<file path="src/rtl/pixel_stream_pkg.sv">
// rtl/pixel_stream_pkg.sv - shared widths and FIFO entry layout for pixel_stream_out
package pixel_stream_pkg;

    localparam int COORD_W = 10;
    localparam int RGB_W   = 24;

    typedef struct packed {
        logic [RGB_W-1:0] rgb;
        logic             sof;
        logic             eol;
        logic             last_line;
    } pix_entry_t;

endpackage

</file>
<file path="src/rtl/sync_fifo.sv">
// rtl/sync_fifo.sv - first-word-fall-through synchronous FIFO with wrap-bit pointers
module sync_fifo #(
    parameter  int WIDTH = 27,
    parameter  int DEPTH = 16,
    localparam int AW    = $clog2(DEPTH)
) (
    input  logic             clk,
    input  logic             rst,
    input  logic             push,
    input  logic             pop,
    input  logic [WIDTH-1:0] din,
    output logic [WIDTH-1:0] dout,
    output logic [AW:0]      count,
    output logic             full,
    output logic             empty
);

    logic [WIDTH-1:0] mem [DEPTH];
    logic [AW:0]      wr_ptr;
    logic [AW:0]      rd_ptr;
    logic             do_push;
    logic             do_pop;

    // Pointers carry one extra wrap bit so full and empty are distinguishable.
    assign full    = (wr_ptr[AW] != rd_ptr[AW]) && (wr_ptr[AW-1:0] == rd_ptr[AW-1:0]);
    assign empty   = (wr_ptr == rd_ptr);
    assign count   = wr_ptr - rd_ptr;
    assign do_push = push && !full;
    assign do_pop  = pop && !empty;
    assign dout    = mem[rd_ptr[AW-1:0]];

    always_ff @(posedge clk) begin
        if (do_push) begin
            mem[wr_ptr[AW-1:0]] <= din;
        end
    end

    always_ff @(posedge clk) begin
        if (rst) begin
            wr_ptr <= '0;
            rd_ptr <= '0;
        end else begin
            if (do_push) begin
                wr_ptr <= wr_ptr + 1'b1;
            end
            if (do_pop) begin
                rd_ptr <= rd_ptr + 1'b1;
            end
        end
    end

endmodule

</file>
<file path="src/rtl/pixel_stream_out.sv">
// rtl/pixel_stream_out.sv - buffers raster pixel writes and re-emits them as a video stream
module pixel_stream_out
    import pixel_stream_pkg::*;
#(
    parameter int WIDTH  = 640,
    parameter int HEIGHT = 480,
    parameter int DEPTH  = 16
) (
    input  logic               aclk,
    input  logic               areset,
    input  logic               pix_wen,
    input  logic [RGB_W-1:0]   pix_rgb,
    input  logic [COORD_W-1:0] pix_x,
    input  logic [COORD_W-1:0] pix_y,
    output logic               pix_ready,
    output logic [RGB_W-1:0]   m_tdata,
    output logic               m_tvalid,
    input  logic               m_tready,
    output logic               m_tuser,
    output logic               m_tlast,
    output logic               frame_done,
    output logic               ovf_err,
    output logic               seq_err
);

    localparam int                 CNT_W  = $clog2(DEPTH) + 1;
    localparam logic [COORD_W-1:0] X_LAST = COORD_W'(WIDTH - 1);
    localparam logic [COORD_W-1:0] Y_LAST = COORD_W'(HEIGHT - 1);

    pix_entry_t         din;
    pix_entry_t         head;
    logic [CNT_W-1:0]   count;
    logic               fifo_full_unused;
    logic               empty;
    logic               in_range;
    logic               accept;
    logic               pop;
    logic [COORD_W-1:0] ex;
    logic [COORD_W-1:0] ey;

    assign in_range  = (pix_x <= X_LAST) && (pix_y <= Y_LAST);
    assign pix_ready = (count < CNT_W'(DEPTH));
    assign accept    = pix_wen && pix_ready && in_range;
    assign pop       = !empty && m_tready;

    always_comb begin
        din.rgb       = pix_rgb;
        din.sof       = (pix_x == '0) && (pix_y == '0);
        din.eol       = (pix_x == X_LAST);
        din.last_line = (pix_y == Y_LAST);
    end

    sync_fifo #(
        .WIDTH($bits(pix_entry_t)),
        .DEPTH(DEPTH)
    ) u_fifo (
        .clk  (aclk),
        .rst  (areset),
        .push (accept),
        .pop  (pop),
        .din  (din),
        .dout (head),
        .count(count),
        .full (fifo_full_unused),
        .empty(empty)
    );

    // Head fields are gated so the stream idles at zero rather than showing stale RAM.
    assign m_tvalid = !empty;
    assign m_tdata  = empty ? '0 : head.rgb;
    assign m_tuser  = !empty && head.sof;
    assign m_tlast  = !empty && head.eol;

    always_ff @(posedge aclk) begin
        if (areset) begin
            ex         <= '0;
            ey         <= '0;
            ovf_err    <= 1'b0;
            seq_err    <= 1'b0;
            frame_done <= 1'b0;
        end else begin
            frame_done <= pop && head.eol && head.last_line;
            if (pix_wen && !pix_ready) begin
                ovf_err <= 1'b1;
            end
            if (pix_wen && pix_ready && !in_range) begin
                seq_err <= 1'b1;
            end
            if (accept) begin
                if ((pix_x != ex) || (pix_y != ey)) begin
                    seq_err <= 1'b1;
                end
                // Resynchronise from the received pixel so one glitch flags only once.
                if (pix_x != X_LAST) begin
                    ex <= pix_x + COORD_W'(1);
                    ey <= pix_y;
                end else begin
                    ex <= '0;
                    ey <= (pix_y == Y_LAST) ? '0 : pix_y + COORD_W'(1);
                end
            end
        end
    end

endmodule

</file>
<file path="config.mk">
export PLATFORM = sky130hd
export DESIGN_NAME = pixel_stream_out
export DESIGN_NICKNAME = d
export VERILOG_FILES = /design/src/rtl/pixel_stream_pkg.sv /design/src/rtl/sync_fifo.sv /design/src/rtl/pixel_stream_out.sv
export SDC_FILE = /design/constraint.sdc
export NUM_CORES = 1
export LEC_CHECK = 0
export CAP_MARGIN = 20
export CORE_ASPECT_RATIO = 0.8
export CORE_MARGIN = 2
export CORE_UTILIZATION = 60
export DETAILED_ROUTE_END_ITERATION = 8
export PLACE_DENSITY = 0.83
export SYNTH_ARGS = -nofsm -noshare
export SYNTH_HDL_FRONTEND = slang
export SYNTH_SLANG_ARGS = --single-unit
</file>
<file path="constraint.sdc">
create_clock -name aclk -period 6.2 [get_ports aclk]
set_input_delay 1.24 -clock aclk [delete_from_list [all_inputs] [get_ports aclk]]
set_output_delay 1.24 -clock aclk [all_outputs]
set_load 0.02 [all_outputs]
</file>
==> summary.md <==
| Metric | Value |
|---|---|
| Status | completed |
| Setup Crit Path Kind | flip-flop to output pin |
| Crit path time final | 4.98 ns |
| Antenna violations before repair | 1 |
| Die area | 32500 sq um |
| Worst setup EP type | output pin |
| Primary FF master, synth | edfxtp_1 |
| Fin nets | 1054 |
| Hold path start | ex[3] |
| Post-CTS setup buffers | 0 |
| Largest net degree at the start of global routing | 65 |
| Hold Path Class | flip-flop to flip-flop |
| Post-DP HPWL | 20.6 mm |
| Post-synth ARST share | 0 |
| Mean Syn Cell Area | 20.6 sq um |
| # port buffers | 78 |
| Most numerous cell in the Yosys netlist | edfxtp_1 |
| Post-synth EDFFs | 432 |
| Vias | 9388 |
| Mapped Area | 18600 sq um |
| Post-synthesis compound-gate area fraction | 0.0149 |
| Clk_lat worst skew | 0.54 ns |
| Required time worst endpoint | 4.96 ns |
| Number of distinct library cells after synthesis | 40 |
| Sequential fraction of the synthesis area | 0.736 |
| Top Ports | 79 |
| GP Congestion | 0.868 |
| Post-synth top area share | 0.696 |
| Core footprint | 30500 sq um |
| Final worst path period share | 0.804 |
| # Max-Cap Violations | 0 |
| Cell taking the most area after synthesis | edfxtp_1 |
| CTS root buf | clkbuf_16 |
| Vias per Instance | 6.55 |
| Top cells by area, synth | edfxtp_1 (70%), mux4_2 (16%), dfxtp_1 (4.0%), xnor2_1 (1.3%), nor2b_1 (0.97%) |
| Share of cells above drive strength 1 | 0.227 |
| H-Tree Depth | 2 |
| Post-Synth Simple-Gate Area | 0.0419 |
| Die width | 201 microns |
| Site Rows | 57 |
| Filler Cells Inserted | 1843 |
| Setup_tns | 0 ns |
| Reg clk slew, reported paths | 0.06 ns |
| CTS tree | done |
| Worst EP arrival | 3.74 ns |
| Critical path peak fanout | 45 |
| Congestion Overflow GR | 0 |
| PD cells | 322 nW/um^2 |
| Pre-antenna DRT Iters | 5 |
| Yosys Warn Count | 0 |
| DRC | 0 |
| Clock Tree Buf Depth | 3 |
| Cells after Synth | 906 |
| Die height | 162 microns |
| Drt total wl | 41.7 mm |
| Worst r2r src | u_fifo.rd_ptr[1] |
| Post-Syn Nets | 967 |
| Worst hold slack | 0.463 ns |
| Number of global-route vias before repair | 9763 |
| Wire per inst | 29.1 microns |
| Max_slew headroom | 0.256 |
| Resized cells post-CTS | 0 |
| FF+latch count, synth | 469 |
| Area share of fa/ha/maj cells after synthesis | 0.00873 |
| CTS sink count | 469 |
| Global Route Usage Sum | 0.263 |
| Largest family of logic cells by synthesized area | multiplexers |
| Skew final | 0.0153 ns |
| Initial DRC Count | 984 |
| Most instantiated cells after synthesis | edfxtp_1 (432), mux4_2 (134), dfxtp_1 (37) |
| Antenna Nets Post-Route | 0 |
| CP Launch Type | flip-flop |
| Max Freq | 201 MHz |
| Leak | 6.45 nW |
| Final hold viol count | 0 |
| Measured slew at the worst slew-check pin | 1.11 ns |
| # setup viols final | 0 |
| Slew Viols, Final | 0 |
| Peak supply drop | 0.000183 V |
| CTS Hold Buffers Added | 0 |
| Post-Synth XOR/XNOR Area | 0.0188 |
| Num CTS Buffers | 43 |
| First-pass GRT wire length | 62.2 mm |
| Mux contribution to synthesized area | 0.164 |
| Starting Density | 0.612 |
| RSZ-0062 raised after global routing | no |
| Area added between synthesis and finish | 13.9% |
registers in the layout, indices dropped and copies added, names as in the netlist, named ones only:
signal and flops:
ey 10, ovf_err 1, u_fifo.rd_ptr 5, frame_done 1, ex 10, u_fifo.wr_ptr 5, u_fifo.mem 432, seq_err 1
placed cells by master (no fill, tap or decap), types with 4 or more instances in the layout:
| cell type | synthesis | final |
|---|---|---|
| a211oi_1 | 8 | 8 |
| a21oi_1 | 12 | 12 |
| and3_1 | 19 | 5 |
| and3_2 | 0 | 14 |
| buf_4 | 0 | 9 |
| bufinv_16 | 0 | 4 |
| clkbuf_1 | 22 | 6 |
| clkbuf_16 | 0 | 45 |
| clkdlybuf4s50_1 | 0 | 78 |
| clkinv_1 | 0 | 5 |
| clkinv_2 | 0 | 8 |
| dfxtp_1 | 37 | 33 |
| edfxtp_1 | 432 | 432 |
| ha_1 | 13 | 13 |
| inv_1 | 14 | 14 |
| mux4_2 | 134 | 134 |
| nand2_1 | 17 | 17 |
| nand3_1 | 15 | 15 |
| nand3b_1 | 5 | 5 |
| nand4_1 | 10 | 10 |
| nor2_1 | 28 | 26 |
| nor2b_1 | 29 | 29 |
| nor3_1 | 4 | 4 |
| o21ai_0 | 5 | 5 |
| o31ai_1 | 5 | 5 |
| xnor2_1 | 27 | 27 |
| xor2_1 | 13 | 13 |
layer usage:
metal,part of all wire,vias up,wire length (microns),GRT usage
met4,0.028,0,1190,0.0919
li1,-,3882,-,-
met1,0.38,4889,15700,0.354
met5,0,-,0,0
met3,0.079,98,3270,0.0422
met2,0.52,519,21500,0.447
logic make-up after synthesis:
logic type,Yosys count
AOI/OAI and AO/OA,42
xor gates and xnor gates,40
muxes,138
and+or+nand+nor,143
adders and majority gates,13
DFF,469
buffers and inverters,61
power by group:
| part | leakage, nW | internal (W) | switching [W] |
|---|---|---|---|
| clock | 0.672 | 0.00150 | 0.00111 |
| sequential | 4.13 | 0.00348 | 0.0000517 |
| combinational | 1.65 | 0.000357 | 0.000334 |
critical path, cell delays in order (launching register included):
cell and delay, ns:
dfxtp_4 0.87, buf_12 0.39, mux4_2 0.60, mux4_2 0.50, nor2b_1 0.18, clkdlybuf4s50_1 0.60
metrics by stage:
stage	instances	total power (W)	setup slack [ns]	instance area (sq um)	util
3_5_place_dp	1361	0.00428	1.76	19900	0.652
5_1_grt	1433	0.00702	0.997	21200	0.697
3_3_place_gp	1361	0.00427	1.83	19900	0.652
4_1_cts	1432	0.00686	1.11	21200	0.697
2_1_floorplan	906	0.00403	0.868	18600	-
6_report	1433	0.00683	1.22	21200	0.697
path summary, 6_finish.rpt:
path	end	slack (ns)	cells after the start
max	m_tdata[5]	1.22	5
min	ex[3]	0.46	2
max reg2reg	u_fifo.mem[14][9]	2.79	8
min reg2reg	ex[3]	0.46	2
layout make-up:
type                            count  area (sq um)  area share
Tap cell                          413           517      0.0244
Clock inverter                     18           184     0.00867
Antenna cell                        1          2.50    0.000118
Clock buffer                       53          1180      0.0554
Multi-Input combinational cell    376          4680       0.220
Inverter                           14          52.6     0.00248
Timing Repair Buffer               89           888      0.0419
Sequential cell                   469         13700       0.647
(Power assumes the default switching activity.)
